<file path="config.mk">
export PLATFORM = sky130hd
export DESIGN_NAME = nibble_serial_adder
export DESIGN_NICKNAME = d
export VERILOG_FILES = /design/src/rtl/nsa_pkg.sv /design/src/rtl/add4_nibble.sv /design/src/rtl/nibble_serial_adder.sv
export SDC_FILE = /design/constraint.sdc
export NUM_CORES = 1
export LEC_CHECK = 0
export CAP_MARGIN = 20
export CORE_AREA = 2 2 71 73
export DETAILED_ROUTE_END_ITERATION = 8
export DIE_AREA = 0 0 73 75
export GPL_TIMING_DRIVEN = 0
export PLACE_DENSITY = 0.88
export SLEW_MARGIN = 20
export SYNTH_ARGS = -nofsm -noshare
export SYNTH_HDL_FRONTEND = slang
export SYNTH_SLANG_ARGS = --single-unit
export TNS_END_PERCENT = 50
</file>
<file path="constraint.sdc">
create_clock -name clk -period 5.9 [get_ports clk]
set_input_delay 0.59 -clock clk [delete_from_list [all_inputs] [get_ports clk]]
set_output_delay 0.59 -clock clk [all_outputs]
set_load 0.03 [all_outputs]
</file>
<file path="src/rtl/nsa_pkg.sv">
// nsa_pkg: shared FSM state encoding and sizing helper for the nibble serial adder
package nsa_pkg;
  typedef enum logic [1:0] {
    S_IDLE = 2'd0,
    S_RUN  = 2'd1,
    S_DONE = 2'd2
  } state_t;
  function automatic int clog2(input int n);
    int r;
    r = 0;
    while ((1 << r) < n) r++;
    return r;
  endfunction
endpackage

</file>
<file path="src/rtl/add4_nibble.sv">
// add4_nibble: combinational 4-bit ripple-carry adder
module add4_nibble (
  input  logic [3:0] a,
  input  logic [3:0] b,
  input  logic       ci,
  output logic [3:0] s,
  output logic       co
);
  logic [4:0] c;
  assign c[0] = ci;
  for (genvar i = 0; i < 4; i++) begin : g_fa
    assign s[i]   = a[i] ^ b[i] ^ c[i];
    assign c[i+1] = (a[i] & b[i]) | (c[i] & (a[i] ^ b[i]));
  end
  assign co = c[4];
endmodule

</file>
<file path="src/rtl/nibble_serial_adder.sv">
// nibble_serial_adder: WIDTH-bit add done one nibble per cycle over a valid/ready handshake
module nibble_serial_adder
  import nsa_pkg::*;
#(
  parameter int WIDTH = 16
) (
  input  logic             clk,
  input  logic             rst,
  input  logic             in_valid,
  output logic             in_ready,
  input  logic [WIDTH-1:0] a,
  input  logic [WIDTH-1:0] b,
  input  logic             cin,
  output logic             out_valid,
  input  logic             out_ready,
  output logic [WIDTH-1:0] sum,
  output logic             cout
);
  localparam int NIB = WIDTH / 4;
  localparam int IW  = clog2(NIB);
  state_t           state, state_n;
  logic [IW-1:0]    idx;
  logic             carry;
  logic [WIDTH-1:0] ra, rb;
  logic [3:0]       ns;
  logic             nc;
  logic             last;
  assign last      = idx == IW'(NIB - 1);
  assign in_ready  = state == S_IDLE;
  assign out_valid = state == S_DONE;
  add4_nibble u_add (
    .a  (ra[4*idx +: 4]),
    .b  (rb[4*idx +: 4]),
    .ci (carry),
    .s  (ns),
    .co (nc)
  );
  always_comb begin
    state_n = S_IDLE;
    case (state)
      S_IDLE:  state_n = in_valid  ? S_RUN  : S_IDLE;
      S_RUN:   state_n = last      ? S_DONE : S_RUN;
      S_DONE:  state_n = out_ready ? S_IDLE : S_DONE;
      default: state_n = S_IDLE;
    endcase
  end
  always_ff @(posedge clk) begin
    if (rst) begin
      state <= S_IDLE;
      idx   <= '0;
      carry <= 1'b0;
      ra    <= '0;
      rb    <= '0;
      sum   <= '0;
      cout  <= 1'b0;
    end else begin
      state <= state_n;
      if (state == S_IDLE) begin
        idx <= '0;
        if (in_valid) begin
          ra    <= a;
          rb    <= b;
          carry <= cin;
        end
      end
      if (state == S_RUN) begin
        sum[4*idx +: 4] <= ns;
        carry           <= nc;
        if (last) cout <= nc;
        else idx <= idx + 1'b1;
      end
    end
  end
endmodule

</file>
==> results of run 1 <==
==> cells in the mapped netlist <==
cell and n:
mux4_2 8, nor3b_2 1, o22ai_1 2, buf_4 3, inv_1 16, nand3_1 2, nand2b_1 8, and3b_1 3
ha_1 6, o32ai_1 8, nand4b_1 2, mux2i_1 33, nor2b_1 3, o221a_1 1, nor3b_1 1, buf_2 4
fa_1 4, nor3_1 2, or3b_1 1, dfxtp_1 54, a21oi_1 12, nand3b_1 3, a22oi_1 1, nand2_1 11
nand4_1 5, clkbuf_1 8, nor2_1 36, or3_1 2
==> stage by stage <==
step / power, mW / hold WS, ps / area [um^2] / worst slack (ps) / cells
3_5_place_dp: 0.520 / 444 / 3060 / 2610 / 349
4_1_cts: 0.767 / 456 / 3180 / 2580 / 356
6_report: 0.765 / 453 / 3180 / 2590 / 356
5_1_grt: 0.788 / 477 / 3180 / 2370 / 356
3_3_place_gp: 0.516 / 439 / 3060 / 2670 / 349
2_1_floorplan: 0.470 / 455 / 2440 / 2970 / 240
==> flip-flops by register name (all words and copies together), names as in the netlist <==
register / flops
rb: 16
state: 2
cout: 1
idx: 2
sum: 16
ra: 16
carry: 1
==> worst max-delay path, stage by stage, from the launching register on <==
cell	delay, ps
dfxtp_1	390
buf_2	230
buf_2	330
mux4_2	580
fa_1	410
inv_1	70
fa_1	180
fa_1	160
inv_1	50
fa_1	570
nand4_1	120
a21oi_1	150
==> how the worst max path moves through the flow <==
stage | cells past startpoint | start | slack, ps | endpoint
after floorplan | 9 | idx[0] | 2970 | sum[10]
after global placement | 11 | idx[0] | 2670 | sum[7]
after detailed placement | 11 | idx[0] | 2610 | sum[7]
after CTS | 11 | idx[0] | 2580 | sum[7]
after global routing | 11 | idx[0] | 2370 | sum[3]
final | 11 | idx[0] | 2590 | sum[7]
==> cells by family after synthesis <==
logic type	Yosys count	share of synthesized area
DFF	54	0.442
AOI/OAI and AO/OA	24	0.0660
and+or+nand+nor	80	0.165
buffers and inverters	31	0.0542
adders and majority gates	10	0.0635
muxes	41	0.209
==> routing by layer <==
layer | part of all wire | routed length [um] | track usage | up-vias
li1 | - | - | - | 953
met1 | 0.45 | 2320 | 0.255 | 894
met5 | 0 | 0 | 0 | -
met2 | 0.49 | 2540 | 0.363 | 51
met4 | 0.012 | 63 | 0.0679 | 0
met3 | 0.044 | 226 | 0.0509 | 5
==> final cells by class <==
cell class | count | area, um^2
Buffer | 15 | 72.6
Clock buffer | 6 | 82.6
Clock inverter | 1 | 30.0
Fill cell | 380 | 1490
Inverter | 16 | 60.1
Multi-Input combinational cell | 155 | 1230
Sequential cell | 54 | 1080
Tap cell | 54 | 67.6
Timing Repair Buffer | 55 | 551
==> power groups by stage <==
| stage | Combinational, mW | Clock (mW) | Sequential, mW |
|---|---|---|---|
| after floorplan | 0.0707 | 0 | 0.399 |
| after global placement | 0.118 | 0 | 0.398 |
| after detailed placement | 0.120 | 0 | 0.399 |
| after CTS | 0.121 | 0.255 | 0.391 |
| after global routing | 0.131 | 0.264 | 0.393 |
| final | 0.121 | 0.253 | 0.391 |
==> cell usage in the layout (no fill, tap or decap), types with 4 or more instances in the layout <==
cell type	count
dfxtp_1	54
mux4_2	8
clkdlybuf4s50_1	55
clkbuf_1	8
mux2i_1	33
nor2_1	36
nand4_1	5
buf_2	4
ha_1	6
fa_1	4
nand2b_1	8
o32ai_1	8
clkbuf_8	6
inv_1	16
nand2_1	11
a21oi_1	12
==> summary.md, run 1 <==
| Metric | Value |
|---|---|
| Worst hold path endpoint | `sum[6]` |
| Clock group share of total power | `0.331` |
| Total GRT Usage | `0.209` |
| DRT Pass-1 Iters | `4` |
| Nets@finish | `349` |
| GP Congestion | `0.910` |
| Kind of critical path | `flip-flop to flip-flop` |
| Chip Height | `around 75 um` |
| Max Root-Sink Buffers | `2` |
| Fmax | `302 MHz` |
| Switching pwr | `0.184 mW` |
| Max IR drop VDD | `135 uV` |
| Synth warn | `0` |
| Worst EP arrival | `3560 ps` |
| Largest cells by area after synthesis | `dfxtp_1 44%, mux2i_1 14%, mux4_2 7.4%, nor2_1 5.5%, fa_1 3.3%` |
| Ports | `56` |
| Crit path max fanout | `10` |
| Syn Nets | `287` |
| Largest net degree at the start of global routing | `16` |
| DP HPWL | `3940 um` |
| Slew Limit Fails | `0` |
| DR vias/cell | `around 5.3` |
| Yosys reg bits | `54` |
| Setup TNS | `0 ps` |
| Vias in the first global route | `1855` |
| Syn_area_per_cell | `roughly 10 um^2` |
| Switching portion of total power | `0.240` |
| Seq/Total Area, Yosys | `0.442` |
| Final hold violations | `0` |
| Vias post-DR | `1903` |
| Layout area overhead | `29.9%` |
| Detail Route Antenna Nets | `0` |
| R2R depth | `11` |
| Std cell rows | `25` |
| Die W | `73 um` |
| Yosys top cell area share | `0.442` |
| Post-CTS setup buffers | `0` |
| 1st-iter DRT viols | `between 150 and 200` |
| Tmin final | `3310 ps` |
| First-pass GRT wire length | `8580 um` |
| CP Launch Type | `flip-flop` |
| Root buffer cell | `clkbuf_8` |
| Initial antenna violation count | `0` |
| Post-Synthesis Cells | `240` |
| Area of the die | `5480 um^2` |
| H-tree depth | `2` |
| ANT cells | `0` |
| Clk sinks | `54` |
| R2r setup slk | `2590 ps` |
| Worst hold start | `sum[6]` |
| Endpoint type of the worst setup path | `flip-flop` |
| Status | `complete, no violations` |
| Post-CTS Resized | `0` |
| Netlist cell types | `28` |
| Pint | `around 0.58 mW` |
| Required time of the critical path | `6140 ps` |
| Flop pwr share | `0.511` |
| Clock Skew | `4.18 ps` |
| DRC viols | `0` |
| Leakage | `between 1 and 1.5 nW` |
| Part of the power in combinational logic | `0.158` |
| PortBufs | `55` |
| Hold/Removal Path Class | `flip-flop to flip-flop` |
| Post-Syn Area | `2440 um^2` |
| FF-to-FF End | `sum[7]` |
| Clock Latency Late Sink | `a little over 300 ps` |
| Largest area contributor in the netlist | `dfxtp_1` |
| PwrDens | `241 nW/um^2` |
| Final Util | `0.681` |
| Unrepaired setup endpoints after global routing | `false` |
| CTS Buf Count | `5` |
| Reg-to-Reg Start | `idx[0]` |
| Total detailed-routing wirelength | `5150 um` |
| Max-slew headroom | `0.593` |
| Hold depth | `2` |
| Initial Utilization | `0.525` |
| CTS tree | `built` |
| Wire per inst | `14.5 um` |
| Share of cells above drive strength 1 | `0.0762` |
| Tcrit/Tclk final | `0.561` |
| Finish-stage setup viols | `0` |
| Core Box Area | `4660 um^2` |
| Grt ovf | `0` |
| Worst-margin pin slew | `611 ps` |
| Max_cap viols | `0` |
| Clock slew at reported path FFs | `90 ps` |
| Hold Buf Count CTS | `0` |
No activity file was read; power rests on OpenSTA's default activity.
==> run 2: changes to the inputs <==
--- a/config.mk
+++ b/config.mk
@@ -6,11 +6,11 @@
 export NUM_CORES = 1
 export LEC_CHECK = 0
 export CAP_MARGIN = 20
-export CORE_AREA = 2 2 71 73
+export CORE_AREA = 2 2 73 75
 export DETAILED_ROUTE_END_ITERATION = 8
-export DIE_AREA = 0 0 73 75
+export DIE_AREA = 0 0 75 77
 export GPL_TIMING_DRIVEN = 0
-export PLACE_DENSITY = 0.88
+export PLACE_DENSITY = 0.84
 export SLEW_MARGIN = 20
 export SYNTH_ARGS = -nofsm -noshare
 export SYNTH_HDL_FRONTEND = slang
==> constraint.sdc (replaced) <==
create_clock -name clk -period 3.4 [get_ports clk]
set_input_delay 0.34 -clock clk [delete_from_list [all_inputs] [get_ports clk]]
set_output_delay 0.34 -clock clk [all_outputs]
set_load 0.03 [all_outputs]
==> summary.md, run 2 (synthesis results as in run 1) <==
| Metric | Value |
|---|---|
| Fin area | `3170 um^2` |
| Worst EP arrival | `3430 ps` |
| Share of cells above drive strength 1 | `0.0731` |
| Hold Buf Count CTS | `0` |
| Hold/Removal Path Class | `flip-flop to flip-flop` |
| Largest registers | `ra: 16 flops, rb: 16 flops, sum: 16 flops` |
| Nets@finish | `349` |
| Fill cells | `roughly 430` |
| Std cell rows | `26` |
| CP Launch Type | `flip-flop` |
| Wire per inst | `between 10 and 15 um` |
| Detail Route Antenna Nets | `0` |
| Required time of the critical path | `3630 ps` |
| R2r setup slk | `200 ps` |
| Max_cap viols | `0` |
| CTS Buf Count | `5` |
| Clock slew at reported path FFs | `80 ps` |
| Area of the die | `5780 um^2` |
| Slew Limit Fails | `0` |
| Vias in the first global route | `1889` |
| Clk sinks | `54` |
| Chip Height | `77 um` |
| Status | `complete, no violations` |
| Total detailed-routing wirelength | `5110 um` |
| Tcrit/Tclk final | `0.940` |
| Sequential cell area | `~1100 um^2` |
| Grt ovf | `0` |
| Dpl cells | `365` |
| Post-CTS setup buffers | `0` |
| Hold_ws | `roughly 450 ps` |
| Finish-stage setup viols | `0` |
| Leakage | `1.18 nW` |
| CTS tree | `built` |
| H-tree depth | `2` |
| Most common cell after layout, fill and taps aside | `clkdlybuf4s50_1` |
| Max Root-Sink Buffers | `2` |
| Kind of critical path | `flip-flop to flip-flop` |
| DP HPWL | `3970 um` |
| PwrDens | `389 nW/um^2` |
| Setup TNS | `0 ps` |
| 1st-iter DRT viols | `80` |
| GP Congestion | `0.881` |
| Core Box Area | `4980 um^2` |
| Most frequent cells in the layout | `55 x clkdlybuf4s50_1, 54 x dfxtp_1, 36 x nor2_1` |
| PortBufs | `55` |
| ANT cells | `0` |
| Multi-input logic area | `1230 um^2` |
| DRC viols | `0` |
| Largest net degree at the start of global routing | `15` |
| DR vias/cell | `5.16` |
| First-pass GRT wire length | `roughly 8600 um` |
| Post-DP Area | `slightly above 3000 um^2` |
| Clock Latency Late Sink | `300 ps` |
| Ports | `56` |
| Max-slew headroom | `0.629` |
| Crit path max fanout | `10` |
| Vias post-DR | `1913` |
| Layout area overhead | `29.6%` |
| Endpoint type of the worst setup path | `flip-flop` |
| Clock Skew | `5.32 ps` |
| Total GRT Usage | `0.193` |
| Final Non-Filler Cells | `371` |
| Max IR drop VDD | `231 uV` |
| Fmax | `approximately 310 MHz` |
| Root buffer cell | `clkbuf_8` |
| Die W | `approximately 75 um` |
| Tmin final | `3200 ps` |
| Worst-margin pin slew | `approximately 560 ps` |
| Initial Utilization | `0.491` |
| DRT Pass-1 Iters | `4` |
| Final hold violations | `0` |
| Unrepaired setup endpoints after global routing | `false` |
| Initial antenna violation count | `0` |
-- run 2: routing by layer --
layer / part of all wire / GRT usage
met1: 0.43 / 0.248
met2: 0.51 / 0.315
met3: 0.044 / 0.0381
met4: 0.021 / 0.0714
met5: 0 / 0
-- run 2: power breakdown --
group | total, mW | switching (mW) | internal, mW
clock | 0.344 | 0.187 | 0.157
sequential | 0.678 | 0.0166 | 0.661
combinational | 0.209 | 0.0983 | 0.111
-- run 2: layout make-up --
class,count,share of cell area
buffer,15,0.0237
clock buffer,6,0.0261
inverter,16,0.0190
multi-input combinational,155,0.389
sequential,54,0.341
tap,70,0.0276
timing repair buffer,55,0.174
-- run 2: path summary, 6_finish.rpt --
kind,endpoint,from,depth (start not counted)
max,sum[7],idx[0],11
min reg2reg,sum[6],sum[6],2
min,sum[6],sum[6],2
max reg2reg,sum[7],idx[0],11
-- run 2: timing repair --
action,in CTS,in global routing
endpoints found under the hold margin,0,0
setup endpoints to repair,0,5
gates resized for setup,0,2
-- run 2: worst max-delay path, stage by stage (launching register included) --
cell and delay [ps]:
dfxtp_1 390, buf_2 240, buf_4 250, mux4_2 550
fa_1 390, inv_1 70, fa_1 180, fa_1 170
inv_1 50, fa_1 560, nand4_1 130, a21oi_1 150
-- run 2: stage by stage --
stage | power, mW | utilization | setup WS, ps
finish | 1.23 | 0.637 | 204
global route | 1.29 | 0.637 | 3.00
floorplan | 0.815 | - | 469
detailed placement | 0.901 | 0.619 | 107
global placement | 0.896 | 0.619 | 161
CTS | 1.24 | 0.636 | 96.5
